**src/rtl/vjtag_reg_master.sv**
```systemverilog
// vjtag_reg_master
//   Initiator for the 2-bit-IR virtual-JTAG register protocol. It turns host
//   register commands into tck/tdi/ir_in/vs_cdr/vs_sdr/vs_udr sequences and
//   returns the read data it captures from tdo. It drives the responder
//   bridge directly. It serves as an on-chip self-test master and as the
//   bring-up sequencer when no PC host is attached.
//
//   Protocol: IR=01 is a single-phase WRITE_REG scan. IR=10 is a two-phase
//   READ_REG scan. The DR is {data[31:0], addr[7:0]} and is shifted LSB first.
//
// Ports
//   clk_sys, rst_sys_n          system clock, async active-low reset
//   cmd_valid/ready             command handshake
//   cmd_write/addr/wdata        command: 1=write / 0=read, address, write data
//   rsp_valid                   one-cycle pulse when a command completes
//   rsp_rdata, rsp_err          read data; flags the 32'hDEADBEEF unmapped marker
//   busy                        transaction in flight
//   tck, tdi, tdo               generated JTAG clock and serial data
//   ir_in, vs_cdr/sdr/udr       instruction and DR state flags to the responder
//
// State table
//   state  | meaning
//   IDLE   | ready for a command; after accept, wait for the next tck fall
//   IR     | ir_in presented, all vs_* low, for one tck
//   CDR    | vs_cdr high for one tck; shift register (re)loaded
//   SDR    | vs_sdr high for DRW tck, one DR bit per tck
//   UDR    | vs_udr high for one tck
//   GAP    | read only: GAP_TCK idle tck between phase 1 and phase 2
//   DONE   | ir_in back to 00; respond and return to IDLE
module vjtag_reg_master #(
  parameter int TCK_DIV = 2,
  parameter int DRW     = 40,
  parameter int GAP_TCK = 6
) (
  input  logic        clk_sys,
  input  logic        rst_sys_n,
  input  logic        cmd_valid,
  output logic        cmd_ready,
  input  logic        cmd_write,
  input  logic [7:0]  cmd_addr,
  input  logic [31:0] cmd_wdata,
  output logic        rsp_valid,
  output logic [31:0] rsp_rdata,
  output logic        rsp_err,
  output logic        busy,
  output logic        tck,
  output logic        tdi,
  input  logic        tdo,
  output logic [1:0]  ir_in,
  output logic        vs_cdr,
  output logic        vs_sdr,
  output logic        vs_udr
);

  localparam int DIV_W  = (TCK_DIV > 1) ? $clog2(TCK_DIV) : 1;
  localparam int GAP_W  = (GAP_TCK > 1) ? $clog2(GAP_TCK) : 1;
  localparam int ADDR_W = 8;

  localparam logic [DIV_W-1:0] DIV_LAST = DIV_W'(TCK_DIV - 1);
  localparam logic [GAP_W-1:0] GAP_LAST = GAP_W'(GAP_TCK - 1);
  localparam logic [5:0]       BIT_LAST = 6'(DRW - 1);
  localparam logic [5:0]       BIT_DATA = 6'(ADDR_W);

  localparam logic [1:0]  IR_NONE  = 2'b00;
  localparam logic [1:0]  IR_WRITE = 2'b01;
  localparam logic [1:0]  IR_READ  = 2'b10;
  localparam logic [31:0] UNMAPPED = 32'hDEAD_BEEF;

  typedef enum logic [2:0] {
    S_IDLE = 3'd0,
    S_IR   = 3'd1,
    S_CDR  = 3'd2,
    S_SDR  = 3'd3,
    S_UDR  = 3'd4,
    S_GAP  = 3'd5,
    S_DONE = 3'd6
  } state_t;

  state_t           state;
  logic [DIV_W-1:0] div_cnt;
  logic [GAP_W-1:0] gap_cnt;
  logic [5:0]       bit_cnt;
  logic [DRW-1:0]   shreg;
  logic [31:0]      cap_data;
  logic             write_q;
  logic             phase2_q;
  logic [7:0]       addr_q;
  logic [31:0]      data_q;

  logic tick;
  logic fall_evt;
  logic rise_evt;

  // The tck register flips on tick. A fall or rise event is therefore the
  // cycle whose clock edge moves tck, and the control outputs updated in that
  // same edge change together with the falling edge of tck.
  assign tick     = (div_cnt == '0);
  assign fall_evt = tick & tck;
  assign rise_evt = tick & ~tck;

  always_ff @(posedge clk_sys or negedge rst_sys_n) begin
    if (!rst_sys_n) begin
      state     <= S_IDLE;
      div_cnt   <= DIV_LAST;
      gap_cnt   <= '0;
      bit_cnt   <= '0;
      shreg     <= '0;
      cap_data  <= '0;
      write_q   <= 1'b0;
      phase2_q  <= 1'b0;
      addr_q    <= '0;
      data_q    <= '0;
      tck       <= 1'b0;
      tdi       <= 1'b0;
      ir_in     <= IR_NONE;
      vs_cdr    <= 1'b0;
      vs_sdr    <= 1'b0;
      vs_udr    <= 1'b0;
      cmd_ready <= 1'b1;
      busy      <= 1'b0;
      rsp_valid <= 1'b0;
      rsp_rdata <= '0;
      rsp_err   <= 1'b0;
    end else begin
      rsp_valid <= 1'b0;

      // tck runs even in IDLE so the responder's tck-domain synchronizers
      // keep advancing.
      if (tick) begin
        div_cnt <= DIV_LAST;
        tck     <= ~tck;
      end else begin
        div_cnt <= div_cnt - 1'b1;
      end

      // The value of tdo before the responder's posedge is captured. Only the
      // data field is kept. The echoed address in bits [7:0] is ignored.
      if (rise_evt && (state == S_SDR) && (bit_cnt >= BIT_DATA)) begin
        cap_data <= {tdo, cap_data[31:1]};
      end

      case (state)
        S_IDLE: begin
          if (cmd_valid && cmd_ready) begin
            write_q   <= cmd_write;
            addr_q    <= cmd_addr;
            data_q    <= cmd_write ? cmd_wdata : 32'h0;
            phase2_q  <= 1'b0;
            busy      <= 1'b1;
            cmd_ready <= 1'b0;
          end else if (busy && fall_evt) begin
            state <= S_IR;
            ir_in <= write_q ? IR_WRITE : IR_READ;
          end
        end

        S_IR: begin
          if (fall_evt) begin
            state   <= S_CDR;
            vs_cdr  <= 1'b1;
            bit_cnt <= '0;
            shreg   <= DRW'({data_q, addr_q});
          end
        end

        S_CDR: begin
          if (fall_evt) begin
            state  <= S_SDR;
            vs_cdr <= 1'b0;
            vs_sdr <= 1'b1;
            tdi    <= shreg[0];
            shreg  <= shreg >> 1;
          end
        end

        S_SDR: begin
          if (fall_evt) begin
            if (bit_cnt == BIT_LAST) begin
              state  <= S_UDR;
              vs_sdr <= 1'b0;
              vs_udr <= 1'b1;
              tdi    <= 1'b0;
            end else begin
              tdi     <= shreg[0];
              shreg   <= shreg >> 1;
              bit_cnt <= bit_cnt + 1'b1;
            end
          end
        end

        S_UDR: begin
          if (fall_evt) begin
            vs_udr <= 1'b0;
            if (!write_q && !phase2_q) begin
              // Phase 1 only latched the address. ir_in stays at READ while
              // the responder fetches and synchronizes the data.
              state    <= S_GAP;
              gap_cnt  <= '0;
              phase2_q <= 1'b1;
            end else begin
              state <= S_DONE;
              ir_in <= IR_NONE;
            end
          end
        end

        S_GAP: begin
          if (fall_evt) begin
            if (gap_cnt == GAP_LAST) begin
              // Phase 2 shifts the same address again. Its UDR re-latches
              // the same address, which does no harm.
              state   <= S_CDR;
              vs_cdr  <= 1'b1;
              bit_cnt <= '0;
              shreg   <= DRW'({data_q, addr_q});
            end else begin
              gap_cnt <= gap_cnt + 1'b1;
            end
          end
        end

        S_DONE: begin
          state     <= S_IDLE;
          rsp_valid <= 1'b1;
          rsp_rdata <= write_q ? 32'h0 : cap_data;
          rsp_err   <= !write_q && (cap_data == UNMAPPED);
          busy      <= 1'b0;
          cmd_ready <= 1'b1;
          phase2_q  <= 1'b0;
        end

        default: begin
          state     <= S_IDLE;
          ir_in     <= IR_NONE;
          vs_cdr    <= 1'b0;
          vs_sdr    <= 1'b0;
          vs_udr    <= 1'b0;
          busy      <= 1'b0;
          cmd_ready <= 1'b1;
        end
      endcase
    end
  end

endmodule
```
**config.mk**
```make
export PLATFORM = sky130hd
export DESIGN_NAME = vjtag_reg_master
export DESIGN_NICKNAME = d
export VERILOG_FILES = /design/src/rtl/vjtag_reg_master.sv
export SDC_FILE = /design/constraint.sdc
export NUM_CORES = 1
export LEC_CHECK = 0
export ABC_AREA = 1
export CORE_UTILIZATION = 55
export CTS_BUF_LIST = sky130_fd_sc_hd__clkbuf_8
export DETAILED_ROUTE_END_ITERATION = 8
export HOLD_SLACK_MARGIN = 0.03
export PLACE_DENSITY = 0.75
export SLEW_MARGIN = 40
export SYNTH_ARGS = -nofsm -noshare
export SYNTH_HDL_FRONTEND = slang
export SYNTH_SLANG_ARGS = --single-unit
```
**constraint.sdc**
```tcl
create_clock -name clk_sys -period 2.2 [get_ports clk_sys]
set_clock_uncertainty 0.15 [all_clocks]
set_input_delay 0.22 -clock clk_sys [delete_from_list [all_inputs] [get_ports clk_sys]]
set_output_delay 0.22 -clock clk_sys [all_outputs]
set_load 0.005 [all_outputs]
```
==> key figures, run 1 <==
Routing
  – Via count: 6268
  – DRC Markers: 0
  – DRT antenna net count: 0
  – Drt initial violations: about 580
  – Via density per instance: between 5 and 6
  – DR WL/cell: approximately 13 um
  – DRT Pass-1 Iters: 6
  – Final wirelength: ~16000 um

Run
  – # Max-Cap Violations: 0

Setup path
  – Crit path DAT: between 2 and 2.5 ns
  – R2R depth: 9
  – Worst setup EP type: register
  – Critical Path Start Type: register
  – Setup CP Type: reg -> reg
  – WP data required: 2.43 ns
  – Critical path fanouts, max: 40

Timing
  – RSZ-0062 raised after global routing: no
  – Min cycle time layout: a little under 2 ns
  – Slew at the pin closest to its max-slew limit: between 0.5 and 0.6 ns
  – Fin crit share: 89.8%
  – Fin Hold WS: 0.121 ns
  – Fmax: between 500 and 600 MHz
  – Setup TNS: 0 ns
  – Worst slew margin: 65.2%
  – Slew Viols, Final: 0
  – Final setup fails: 0
  – Final hold violations: 0

Global routing
  – GR Overflow Total: 0
  – Antenna violations before repair: 0
  – Grt met2 use: 36.5%
  – Most used routing layer: met2
  – M3 GR Usage: 4.80%
  – Total track usage: roughly a quarter
  – Vias in the first global route: between 5k and 6k
  – M1 GR Usage: between 30 and 40%
  – First-pass GRT wire length: 27300 um
  – Largest net degree at the start of global routing: 66

Synth
  – Flops & latches, synth: between 150 and 200
  – Syn Nets: 1010
  – Number of flops mapped to enable cells by yosys: 0
  – Count leader, synth: nand2_1
  – Synth Instances: 961
  – Syn_area_per_cell: ~7.9 um^2
  – Ys Warns: 0
  – Synth Flop Type: dfrtp_1
  – Top cells by area, synth: dfrtp_1, nand2_1, nand3_1, o21ai_0, inv_1
  – Synth cell types: 26
  – Synth async-reset ratio: 100%
  – Area share of the largest cell type after synthesis: 55.1%
  – Synth cell count leaders: nand2_1, dfrtp_1, nand3_1, o21ai_0, inv_1
  – Post-synthesis sequential area ratio: ~56%
  – Yosys top cell by area: dfrtp_1
  – Syn Std Cell Area: 0.00763 mm^2

Clocking
  – Skew-Pair Late Insertion Delay: between 0.4 and 0.5 ns
  – Clock sink total: 170
  – CTS tree: done
  – Clock Pin Slew Worst Setup and Hold Paths: approximately 0.08 ns
  – CTS HTree Levels: 4
  – Root buffer cell: clkbuf_8
  – CTS Buffer Depth: 2
  – TritonCTS buffer count: 17

Floorplanning
  – Die Y-Extent: ~120 um
  – Total core area: around 0.013 mm^2
  – Die ar.: 0.0143 mm^2
  – Die X: around 120 um
  – Row Count: 42
  – IO Pins: about 90
  – Initial Util: 56.9%

Place
  – GP Congestion: approximately 0.95
  – Hpwl dp: 10000 um
  – PortBufs: 87

Final layout
  – Area of the multi-input gates: between 0.002 and 0.003 mm^2
  – Register area: between 0.004 and 0.005 mm^2
  – Fraction of layout cells with a size suffix above 1: between 6 and 7%
  – N_diodes: 0
  – Fill count: 1134
  – Synthesis-to-finish area growth: 19.0%
  – Final #Nets: 1086

Status
  – Status: finished, final reports clean

Pwr
  – Worst IR Drop VDD: ~0.62 mV
  – P per Cell Area: between 1000 and 1500 mW/mm^2
  – Leak: around 0.0046 uW

Hold path
  – Hold crit path type: in -> async
-- layer usage --
metal / vias up / routed length (um)
met2: 162 / 7220
met3: 12 / 631
met5: - / 0
li1: 3161 / -
met1: 2933 / 7780
met4: 0 / 155
-- final timing paths --
kind	end	slack, ns	start
worst max-delay path	shreg[6]$_DFFE_PN0P_	0.23	state[0]$_DFFE_PN0P_
worst min-delay path	addr_q[2]$_DFFE_PN0P_	0.12	rst_sys_n
worst max register to register	shreg[6]$_DFFE_PN0P_	0.23	state[0]$_DFFE_PN0P_
worst min register to register	cmd_ready$_DFFE_PN1P_	0.32	cmd_ready$_DFFE_PN1P_
max in group asynchronous	rsp_rdata[11]$_DFFE_PN0P_	1.11	rst_sys_n
min in group clk_sys	addr_q[4]$_DFFE_PN0P_	0.17	cmd_addr[4]
-- cell usage in the layout, fill, tap and decap left out, types with 2 or more instances in the layout --
cell type | netlist | routed
nand2_1 | 442 | 442
dfrtp_1 | 168 | 167
nand3_1 | 96 | 96
clkdlybuf4s50_1 | 0 | 86
o21ai_0 | 81 | 81
inv_1 | 52 | 54
nor2_1 | 35 | 35
clkbuf_8 | 0 | 18
buf_4 | 7 | 12
nor3_1 | 6 | 6
buf_12 | 0 | 5
inv_2 | 4 | 4
ha_1 | 4 | 4
clkinv_4 | 0 | 4
nor2_2 | 4 | 3
nor2_4 | 2 | 3
nand4_1 | 3 | 3
or2_2 | 3 | 3
nand2_2 | 2 | 2
a21oi_1 | 2 | 2
clkinv_2 | 0 | 2
bufinv_16 | 0 | 2
dfstp_2 | 2 | 2
buf_6 | 4 | 2
-- critical path: stages, from the launching register on --
cell and delay, ns:
dfrtp_1 0.55, nand2_1 0.17, nor2_1 0.25, nand2_1 0.11, nand2_1 0.12, nor2_4 0.08
nand2_1 0.10, buf_12 0.22, nand2_1 0.09, nand2_1 0.07
-- flip-flops by register name, indices dropped and copies added, names as in the netlist, 2 cells and up --
name,count
shreg,40
cap_data,32
data_q,32
rsp_rdata,32
addr_q,8
bit_cnt,6
gap_cnt,3
state,3
ir_in,2
-- metrics by stage --
stage          instance area [um^2]  cells  total power, uW  util, %  setup slack (ns)
6_report                       9080   1224             9800     67.8             0.225
5_1_grt                        9080   1224            10600     67.8            0.0229
4_1_cts                        9060   1224             9830     67.6            0.0265
3_5_place_dp                   8680   1193             7700     64.7            0.0669
3_3_place_gp                   8680   1193             7610     64.7             0.154
2_1_floorplan                  7630    961             6780        -             0.529
-- where the power goes --
part | internal, uW | switching (uW)
logic | 1220 | 2240
clock network | 1020 | 1090
registers | 3820 | 408
-- cell type report --
type,count,share of cell area (%)
timing repair buffer,107,12.1
tap,176,2.43
inverter,56,2.32
clock inverter,12,1.42
multi-input combinational,685,32.1
sequential,170,46.9
clock buffer,18,2.73
-- logic make-up (layout without fill, tap and decap cells) --
| kind of cell | Yosys count | count (layout) | share of synthesized area (%) |
|---|---|---|---|
| XOR/XNOR | 1 | 1 | 0.115 |
| flip-flops | 170 | 170 | 55.8 |
| AO/OA/AOI/OAI | 86 | 86 | 5.76 |
| AND/OR/NAND/NOR | 594 | 594 | 31.5 |
| adder cells (fa/ha/maj) | 4 | 4 | 0.656 |
| buffers and inverters | 106 | 193 | 6.13 |
-- timing repair --
item / in CTS / in global routing
resized for setup: 0 / 6
hold buffers: 1 / 0
setup endpoints to repair: 0 / 73
setup buffers: 0 / 0
endpoints found under the hold margin: 170 / 0
(Power assumes the default switching activity.)
==> run 2, diff against run 1 <==
--- a/config.mk
+++ b/config.mk
@@ -15,3 +15,4 @@
 export SYNTH_ARGS = -nofsm -noshare
 export SYNTH_HDL_FRONTEND = slang
 export SYNTH_SLANG_ARGS = --single-unit
+export TNS_END_PERCENT = 50
==> results of run 2 <==
Final layout, timing and power as in run 1 (identical DEF).
==> edit (flow settings as in run 2) <==
Register the output `rsp_err` once more, with the module's reset; this adds one clock of latency there. The other outputs are not delayed to match.
--- a/src/rtl/vjtag_reg_master.sv
+++ b/src/rtl/vjtag_reg_master.sv
@@ -76,6 +76,8 @@
     S_DONE = 3'd6
   } state_t;
 
+  logic rsp_err_s0;
+
   state_t           state;
   logic [DIV_W-1:0] div_cnt;
   logic [GAP_W-1:0] gap_cnt;
@@ -120,7 +122,7 @@
       busy      <= 1'b0;
       rsp_valid <= 1'b0;
       rsp_rdata <= '0;
-      rsp_err   <= 1'b0;
+      rsp_err_s0 <= 1'b0;
     end else begin
       rsp_valid <= 1'b0;
 
@@ -223,7 +225,7 @@
           state     <= S_IDLE;
           rsp_valid <= 1'b1;
           rsp_rdata <= write_q ? 32'h0 : cap_data;
-          rsp_err   <= !write_q && (cap_data == UNMAPPED);
+          rsp_err_s0 <= !write_q && (cap_data == UNMAPPED);
           busy      <= 1'b0;
           cmd_ready <= 1'b1;
           phase2_q  <= 1'b0;
@@ -242,4 +244,12 @@
     end
   end
 
+  always_ff @(posedge clk_sys or negedge rst_sys_n) begin
+    if (!rst_sys_n) begin
+      rsp_err <= '0;
+    end else begin
+      rsp_err <= rsp_err_s0;
+    end
+  end
+
 endmodule
Behaviour: no difference found for any inputs over 10 cycles, from zero or initial values and one cycle with rst_sys_n low; that may be too few to reach the edited logic, so the function may still have changed.
==> edit against run 2 <==
- sequential power grew 1%
- core utilization shrank 0.23 points
- routed wire length grew 4.9%
- power grew 0.93%
- setup slack lost 0.051 ns
- sequential cell count grew 1
- area after synthesis grew 1.5%
- cell area grew 0.44%
- largest cell class unchanged
- largest power group unchanged
==> edit: results (changes against run 2) <==
status:
  status: "finished clean"  # unchanged
setup_path:
  path_max_fanout: 41  # was 40
  timing.reg2reg.setup_slack_ns: 0.17  # was 0.23 ns
  startpoint: "state[2]"  # was state[0]
  cp-endpoint: "data_q[10]"  # was shreg[6]
  worstPathArrival_ns: 2.26  # was 2.20 ns
  reg2reg_depth: 6  # was 9
place:
  gp_congestion: 0.946  # was 0.955
  dp_slack_ns: 0.192  # was 0.0669 ns
  numPortBuffers: 87  # unchanged
  hpwl_um: 10900  # was 10000 µm
global_route:
  grt_max_degree: 58  # was 66
  grt_pass1_vias: 5765  # was 5776
  use_met1: 0.351  # was 0.344
  grt_first_pass_wirelength_um: 27800  # was 27300 µm
  grt_use_met2: 0.375  # was 0.365
  grt.total_usage: 0.242  # was 0.239
  antenna_found_initial: 0  # unchanged
  grtUsageMet3: 0.0509  # was 0.0480
route:
  num_vias: 6258  # was 6268
  drt_pass1_iterations: 5  # was 6
  detail_route.iter0.violations: 598  # was 579
  wl_met3_um: 741  # was 631 µm
  wl_per_cell_um: 13.5  # was 12.9 µm
  wl_met2_um: 7500  # was 7220 µm
  wl_met1_um: 8230  # was 7780 µm
cells_and_area:
  diodes: 0  # unchanged
  fin_nets: 1086  # unchanged
  drive_gt1_frac: 0.0744  # was 0.0649
  fillers: 1133  # was 1134
  largest_register_ffs: 40  # unchanged
  top_register: "shreg"  # unchanged
clock_tree:
  cts_inserted_buffers: 17  # unchanged
  clock_latency_ns: 0.45
  cts_resized: 0  # unchanged
  cts_root_buf: "clkbuf_8"  # unchanged
  post_cts_buffers: 0  # unchanged
synth:
  synth.distinct_cells: 29  # was 26
  syn-num-nets: 1007  # was 1010
  ys_seq_area_frac: 0.553  # was 0.558
  synthFlopType: "dfrtp_1"  # unchanged
  yosys-top-cells-area: "dfrtp_1, nand2_1, nand3_1"  # unchanged
  synth_commonest_cells: "nand2_1, dfrtp_1, nand3_1"  # unchanged
worst_hold_path:
  hold_path.class: "in -> reg"  # was in -> async
  min_from: "cmd_addr[7]"
sta:
  worstMarginPinSlew_ns: 0.744  # was 0.519 ns
  setup_viol: 0  # unchanged
  max_clock_freq_ghz: 0.494  # was 0.506 GHz
pwr:
  ir_drop_mv: 0.695  # was 0.618 mV
  leakage_nw: 4.55  # was 4.56 nW
## edit: changes by cell type in the layout (fill, tap and decap cells not counted), sizes merged, moves of 2 or more
cell      change
buf           +3
clkinv        -2
clkinvlp      +3
nor2          -4
nor3          +2
o21ai         -2
## edit: logic make-up (layout without fill, tap and decap cells)
family | after synthesis | in the layout | share of synthesized area
fa+ha+maj | 4 | 4 | 0.00646
compound gates | 85 | 85 | 0.0580
simple gates | 593 | 593 | 0.315
flops | 171 | 171 | 0.553
buf+inv | 104 | 195 | 0.0670
xor+xnor | 1 | 1 | 0.00113
## edit: power by group
part / leakage [nW] / switching (mW) / internal (mW)
clock: 0.179 / 1.19 / 0.911
sequential: 2.29 / 0.456 / 3.83
combinational: 2.08 / 2.26 / 1.24
total: 4.55 / 3.91 / 5.98
## edit: metrics by stage
step / instance area [µm²] / hold slack, ns / util / instances / power, mW
floorplan: 7750 / -0.226 / - / 958 / 6.90
global placement: 8740 / 0.0888 / 0.647 / 1193 / 7.76
detailed placement: 8740 / 0.0784 / 0.647 / 1193 / 7.84
CTS: 9120 / 0.129 / 0.675 / 1225 / 9.97
global route: 9120 / 0.142 / 0.675 / 1225 / 10.6
finish: 9120 / 0.150 / 0.675 / 1225 / 9.89
## edit: cell type report
cell class | instances | area (µm²) | area share
repair buffers | 110 | 1100 | 0.120
well taps | 176 | 220 | 0.0241
clock inverters | 14 | 136 | 0.0150
multi-input cells | 683 | 2950 | 0.323
inverters | 54 | 205 | 0.0225
flip-flops and latches | 171 | 4280 | 0.469
clock buffers | 17 | 234 | 0.0257
## edit: critical path: stages (launching register included)
cell and delay [ns]:
dfrtp_1 0.60, inv_2 0.15, nand2_1 0.20, nor2_4 0.06, inv_2 0.54, nand2_1 0.14
nand2_1 0.10
